<file path="src/rtl/spike_event_reader.sv">
// spike_event_reader: drains the spike event FIFO one word at a time.
// It splits the words into control markers (end of timestep, end of image)
// and spike events, and offers each spike to the neuron core over a
// valid/ready handshake. It also keeps a timestep index and a count of
// accepted events for the current image.
module spike_event_reader #(
  parameter int FIFO_WIDTH = 12,
  parameter int M          = 8,
  parameter int TS_BITS    = 8,
  parameter int CNT_BITS   = 16
) (
  input  logic                  CLK,
  input  logic                  RST_N,
  input  logic                  START,
  input  logic                  FIFO_EMPTY,
  output logic                  FIFO_RD_EN,
  input  logic [FIFO_WIDTH-1:0] FIFO_DATA,
  output logic                  EVT_VALID,
  input  logic                  EVT_READY,
  output logic [M-1:0]          EVT_ADDR,
  output logic                  TS_TICK,
  output logic [TS_BITS-1:0]    TIMESTEP,
  output logic [CNT_BITS-1:0]   EVT_COUNT,
  output logic                  DONE,
  output logic                  BUSY
);

  typedef enum logic [1:0] {
    S_IDLE  = 2'd0,
    S_FETCH = 2'd1,
    S_WAIT  = 2'd2,
    S_OUT   = 2'd3
  } state_t;

  // The marker flags sit in the two top bits of the word.
  localparam int EOI_BIT = FIFO_WIDTH - 1;
  localparam int EOT_BIT = FIFO_WIDTH - 2;

  state_t              state_reg, state_next;
  logic                valid_reg, valid_next;
  logic [M-1:0]        addr_reg, addr_next;
  logic                tick_reg, tick_next;
  logic [TS_BITS-1:0]  ts_reg, ts_next;
  logic [CNT_BITS-1:0] count_reg, count_next;
  logic                done_reg, done_next;
  logic                rd_en;

  // Bits between the address and the flags carry nothing for this block.
  logic unused_bits;
  assign unused_bits = ^FIFO_DATA[EOT_BIT-1:M];

  // State register; reset returns to IDLE and drops any in-flight word.
  always_ff @(posedge CLK) begin
    if (!RST_N) state_reg <= S_IDLE;
    else        state_reg <= state_next;
  end

  // Next-state, pop request and next values of every registered output.
  always_comb begin
    state_next = state_reg;
    valid_next = valid_reg;
    addr_next  = addr_reg;
    tick_next  = 1'b0;
    ts_next    = ts_reg;
    count_next = count_reg;
    done_next  = 1'b0;
    rd_en      = 1'b0;
    case (state_reg)
      S_IDLE: begin
        if (START) begin
          ts_next    = '0;
          count_next = '0;
          state_next = S_FETCH;
        end
      end
      S_FETCH: begin
        rd_en = !FIFO_EMPTY;
        if (!FIFO_EMPTY) state_next = S_WAIT;
      end
      S_WAIT: begin
        // The word popped last cycle is on FIFO_DATA now.
        if (FIFO_DATA[EOI_BIT]) begin
          done_next  = 1'b1;
          state_next = S_IDLE;
        end else if (FIFO_DATA[EOT_BIT]) begin
          tick_next  = 1'b1;
          ts_next    = ts_reg + 1'b1;
          state_next = S_FETCH;
        end else begin
          addr_next  = FIFO_DATA[M-1:0];
          valid_next = 1'b1;
          state_next = S_OUT;
        end
      end
      S_OUT: begin
        if (EVT_READY) begin
          valid_next = 1'b0;
          if (count_reg != {CNT_BITS{1'b1}}) count_next = count_reg + 1'b1;
          // Prefetch the next word in the accept cycle to keep one event
          // per two cycles when the core is always ready.
          rd_en      = !FIFO_EMPTY;
          state_next = FIFO_EMPTY ? S_FETCH : S_WAIT;
        end
      end
      default: state_next = S_IDLE;
    endcase
  end

  // Output and counter registers, all cleared by reset.
  always_ff @(posedge CLK) begin
    if (!RST_N) begin
      valid_reg <= 1'b0;
      addr_reg  <= '0;
      tick_reg  <= 1'b0;
      ts_reg    <= '0;
      count_reg <= '0;
      done_reg  <= 1'b0;
    end else begin
      valid_reg <= valid_next;
      addr_reg  <= addr_next;
      tick_reg  <= tick_next;
      ts_reg    <= ts_next;
      count_reg <= count_next;
      done_reg  <= done_next;
    end
  end

  // The pop request is gated by reset so it is low during the reset cycle.
  assign FIFO_RD_EN = RST_N & rd_en;
  assign EVT_VALID  = valid_reg;
  assign EVT_ADDR   = addr_reg;
  assign TS_TICK    = tick_reg;
  assign TIMESTEP   = ts_reg;
  assign EVT_COUNT  = count_reg;
  assign DONE       = done_reg;
  assign BUSY       = (state_reg != S_IDLE);

endmodule

</file>
<file path="config.mk">
export PLATFORM = sky130hd
export DESIGN_NAME = spike_event_reader
export DESIGN_NICKNAME = d
export VERILOG_FILES = /design/src/rtl/spike_event_reader.sv
export SDC_FILE = /design/constraint.sdc
export NUM_CORES = 1
export LEC_CHECK = 0
export CAP_MARGIN = 20
export CORE_MARGIN = 5
export CORE_UTILIZATION = 35
export CTS_BUF_LIST = sky130_fd_sc_hd__clkbuf_8
export CTS_CLUSTER_SIZE = 40
export DETAILED_ROUTE_END_ITERATION = 8
export MAX_ROUTING_LAYER = met4
export PLACE_DENSITY_LB_ADDON = 0.2
export SYNTH_ARGS = -nofsm -noshare
export SYNTH_HDL_FRONTEND = slang
export SYNTH_SLANG_ARGS = --single-unit
</file>
<file path="constraint.sdc">
create_clock -name CLK -period 2.1 [get_ports CLK]
set_input_delay 0.315 -clock CLK [delete_from_list [all_inputs] [get_ports CLK]]
set_output_delay 0.315 -clock CLK [all_outputs]
set_load 0.02 [all_outputs]
</file>
# Word level (Yosys, flattened, before mapping)

Cells that the tools add are included.

$add $sub $neg: 2
Eq/ne operators: 11
Mux-type cells: 23
Bitwise logic cells: 5
Reduce and logical (&&, ||, !) cells: 13

Operator list:

| cell                    | count |
|---|---|
| $mux W16                | 3 |
| $pmux W16 S2            | 1 |
| $mux W8                 | 3 |
| $add A16 B1 Y16 const B | 1 |
| $ne A16 B16 Y1 const B  | 1 |
| $pmux W8 S2             | 1 |
| $ne A2 B2 Y1 const B    | 7 |
| $mux W2                 | 6 |
| $reduce_and A4 Y1       | 3 |
| $add A8 B1 Y8 const B   | 1 |
| $pmux W2 S4             | 1 |
| $reduce_bool A2 Y1      | 4 |
| $mux W1                 | 6 |
| $reduce_and A3 Y1       | 2 |
| $eq A2 B2 Y1 const B    | 2 |
| $not A1 Y1              | 4 |
| $pmux W1 S2             | 2 |
| $reduce_or A3 Y1        | 1 |
| $eq A2 B1 Y1 const B    | 1 |
| $logic_not A2 Y1        | 1 |
| $reduce_and A2 Y1       | 1 |
| $and A1 B1 Y1           | 1 |
| $logic_not A1 Y1        | 1 |

Register bits: 37
Input bits: 17
Output and inout bits: 37
Logic and storage cells: 61

# Logic depth before layout (Yosys ltp)

Gate-level depths: netlist of run 1.

Depth after elaboration: 4
Mapped depth: 6
Gate-level depth less buffers: 5

# Worst setup path before layout of run 1

OpenSTA, ideal clock, no wires.

Path kind: reg2reg
From: reg count_reg[0], in the netlist EVT_COUNT[0]
To: reg count_reg[9], in the netlist EVT_COUNT[9]
Setup time: 130 ps
Arrival time: 1721 ps
Data required time: 1970 ps
Path slack: 249 ps
Stages on the path, launching flop included: 6
Buffers on the path: 0
Clock period less this slack: 1851 ps
Cells stage by stage: dfxtp_1 -> ha_1 -> nand3_2 -> or4_4 -> a41oi_1 -> o21ai_1

Longest elaborated chain between the ends: 4
Elaborated cells between the ends (all ways): 7
Classes of those cells: add/sub (1); eq/ne (2); mux (3); reduce/logical (1)

Ends and longest elaborated chain:

| what                     | line | RTL |
|---|---|---|
| start: declaration       | 44   | `logic [CNT_BITS-1:0] count_reg, count_next;` |
| start signal: assignment | 123  | `count_reg <= count_next;` |
| $add A16 B1 Y16          | 98   | `if (count_reg != {CNT_BITS{1'b1}}) count_next = count_reg + 1'b1;` |
| $mux W16                 | 98   |  |
| $mux W16                 | 96   | `if (EVT_READY) begin` |
| $pmux W16 S2             | 68   | `case (state_reg)` |

Several ways; a longest one is shown, not always the timed one. The select of a mux whose other input is x is not followed.
A chain may end at the register's enable or synchronous reset.

# Final worst setup path of run 1

From: reg state_reg[1]
To: out BUSY

Longest elaborated chain between the ends: 1

Ends and longest elaborated chain:

| what                     | line | RTL |
|---|---|---|
| start: declaration       | 39   | `state_t state_reg, state_next;` |
| start signal: assignment | 55   | `else state_reg <= state_next;` |
| $reduce_bool A2 Y1       | 136  | `assign BUSY = (state_reg != S_IDLE);` |
| end: declaration         | 25   | `output logic BUSY` |

Every way passes these cells.

==> out/summary.md, run 1 <==
Status
- **outcome** finished, final reports clean

STA
- **ratio of final minimum period to clock period** 94.8%
- **RSZ-0062 raised after global routing** false
- **number of slew-limit violations in the final report** 0
- **tightest slew margin relative to the limit** 65.0%
- **shortest clock period the worst path allows after layout** 1.99 ns
- **final worst-path setup slack** 0.109 ns
- **setup tns final** 0 ns
- **slew at the pin closest to its max-slew limit** 0.512 ns
- **Achievable Freq** 502 MHz
- **final setup skew** 0.00846 ns
- **setup violators final** 0
- **final hold viol count** 0

Routing
- **Routed Wire Length** 5260 um
- **Pre-antenna DRT Iters** 4
- **DRC violation count after routing** 0
- **final routed wire length divided by cell count** 14.5 um
- **remaining antenna violation count** 0
- **number of violations reported at the end of detailed-routing iteration 0** 104
- **detail-routed via count per cell** 5.41
- **total number of vias** 1958

Setup path
- **CP cell instances** or2_2, clkdlybuf4s50_1
- **crit start category** flop
- **sum of buffers and inverters on the critical path** 1
- **kind of cell adding the most delay to the critical path** flip-flops
- **critical path capture point type** output port
- **WP data arrival** 1.68 ns
- **slowest CP cell** sky130_fd_sc_hd__dfxtp_1
- **CP Max Fanout** 15
- **required time of the critical path** 1.78 ns
- **maximum single-stage delay on the critical path** 0.60 ns
- **WS Path Type** reg -> out

Place
- **HPWL Detailed** 3670 um
- **Place WS** -0.00724 ns
- **weighted congestion reported at the end of routability-driven placement** 0.829
- **number of buffers inserted by port buffering** 51

Logic synthesis
- **warnings from Yosys** 0
- **Yosys reg bits** 37
- **summed instance area of the synthesized netlist** 1900 um^2
- **count of unique library cells instantiated by Yosys** 57
- **average footprint of a synthesized cell** 8.22 um^2
- **Syn Inst Count** 231
- **Net Count, Synth** 250
- **EDFF count, synth** 0
- **Post-synth ARST share** 0%
- **top cell type's share of synthesized area** 39.0%
- **top area cells in the synthesized netlist** sky130_fd_sc_hd__dfxtp_1 39%, sky130_fd_sc_hd__nand2_1 6.5%, sky130_fd_sc_hd__a21oi_1 5.5%, sky130_fd_sc_hd__nand4_1 3.0%, sky130_fd_sc_hd__nand3_1 2.1%
- **cell type with the largest total area after synthesis** sky130_fd_sc_hd__dfxtp_1
- **top_reg_cell synth** sky130_fd_sc_hd__dfxtp_1
- **sequential share of the synthesized area** 39.0%

Global routing
- **maximum number of pins on one net before global-route repair** 25
- **All-Layer GR Usage** 15.3%
- **number of global-route vias before repair** 1811
- **global route overflow** 0
- **initial antenna violation count** 0
- **global-route wire length before repair** 8680 um

CTS
- **# clock sinks** 37
- **number of H-tree branching levels** 2
- **hold_buf cts** 0
- **master cell of the clock root buffer** sky130_fd_sc_hd__clkbuf_8
- **clock transition at the registers of the reported paths** 0.08 ns
- **TritonCTS Buffers** 5
- **maximum clock insertion buffer count** 2
- **clock tree from TritonCTS** yes
- **number of gates given a new drive strength after cts** 2
- **number of setup buffers added after CTS** 0
- **Clk Latency, worst-skew pair** 0.29 ns

Die
- **IO Count** 54
- **Row Count** 26
- **effective utilization at floorplan** 36.5%
- **Die Ht** 83.7 um
- **Die X-Extent** 83.7 um
- **core box area** 5200 um^2
- **area enclosed by the die boundary** 7000 um^2

Pwr
- **total power density per cell area** 513 nW/um^2
- **power consumption** 1.35 mW
- **leakage power** 0.857 nW
- **maximum ir drop on the vdd rail** 0.213 mV

Cells and area
- **most frequent cells in the layout** 50 x sky130_fd_sc_hd__clkdlybuf4s50_1, 36 x sky130_fd_sc_hd__dfxtp_1, 33 x sky130_fd_sc_hd__nand2_1
- **fill cell total of the finished layout** 527
- **flip-flop count of the largest register after layout** 16
- **Area growth, synth to finish** 38.7%
- **nets@finish** 310
- **count of antenna diodes in the layout** 0
- **most common library cell in the layout ignoring fill and taps** sky130_fd_sc_hd__clkdlybuf4s50_1
- **utilization of the core after routing** 50.6%
- **layout cell share with drive strength beyond 1** 11.6%

Hold path
- **type of the worst min-delay path** reg -> reg

Flow run
- **number of max-cap violations** 0

## worst register-to-register path: stages (launching register included)
cell,delay [ns]
sky130_fd_sc_hd__dfxtp_1,0.42
sky130_fd_sc_hd__ha_1,0.22
sky130_fd_sc_hd__nand3_2,0.18
sky130_fd_sc_hd__or4_4,0.62
sky130_fd_sc_hd__a41oi_1,0.20
sky130_fd_sc_hd__o21ai_1,0.09
## synth_stat cells, drive strengths merged (3+ instances only)
master,count
o31ai,3
and4,3
mux2i,3
o211ai,5
o21ai,10
or3,7
inv,6
nand2b,3
buf,3
and2,5
nor3,6
nor2,10
a31oi,3
or4,6
nand2,33
nand3,9
dfxtp,37
nor4,4
and3,5
nand4,10
a21oi,21
clkbuf,8
## stage by stage
step | area (um^2) | hold WS (ns) | std cells
4_1_cts | 2640 | 0.457 | 362
6_report | 2640 | 0.455 | 362
3_3_place_gp | 2550 | 0.440 | 354
5_1_grt | 2640 | 0.480 | 362
3_5_place_dp | 2550 | 0.446 | 354
2_1_floorplan | 1900 | 0.451 | 231
## power breakdown
part           internal [mW]  switching (mW)  leakage [nW]
logic                 0.0665          0.0730         0.515
clock network          0.229           0.266        0.0439
registers              0.708          0.0102         0.299
total                   1.00           0.349         0.857
## layout make-up
cell class	count	area, um^2	area share (%)
Timing Repair Buffer	64	607	23.0
Tap cell	70	87.6	3.32
Clock inverter	3	17.5	0.665
Inverter	6	22.5	0.855
Sequential cell	37	742	28.2
Multi-Input combinational cell	177	1090	41.4
Clock buffer	5	68.8	2.61
## metal layers
metal	vias up	wire, um	track usage, %	part of all wire [%]
li1	988	-	-	-
met1	905	2500	19.4	48
met4	0	82	4.82	1.6
met5	-	0	-	0
met2	56	2370	23.6	45
met3	9	298	4.15	5.7
## path summary, 6_finish.rpt
kind                start           end  slack (ns)  cells after the start
max          state_reg[1]          BUSY        0.11                      2
min           EVT_ADDR[7]   EVT_ADDR[7]        0.45                      2
max reg2reg  EVT_COUNT[0]  EVT_COUNT[9]        0.26                      5
min reg2reg   EVT_ADDR[7]   EVT_ADDR[7]        0.45                      2
## kinds of logic (layout without fill, tap and decap cells)
| kind of cell | after synthesis | count (layout) | share of synthesized area (%) |
|---|---|---|---|
| DFF | 37 | 37 | 39.0 |
| AOI/OAI and AO/OA | 60 | 60 | 20.6 |
| muxes | 3 | 3 | 1.58 |
| buffers and inverters | 17 | 78 | 3.62 |
| adders and majority gates | 2 | 2 | 1.32 |
| xor gates and xnor gates | 2 | 2 | 0.922 |
| and+or+nand+nor | 110 | 110 | 32.9 |
(Power assumes the default switching activity.)
==> run 2, diff against run 1 <==
- SLEW_MARGIN: unset -> 10
==> results of run 2 <==
Final layout, timing and power as in run 1 (identical DEF).
==> run 3, diff against run 2 <==
- GPL_ROUTABILITY_DRIVEN: unset -> 0
==> results of run 3 <==
Final layout, timing and power as in run 1 (identical DEF).
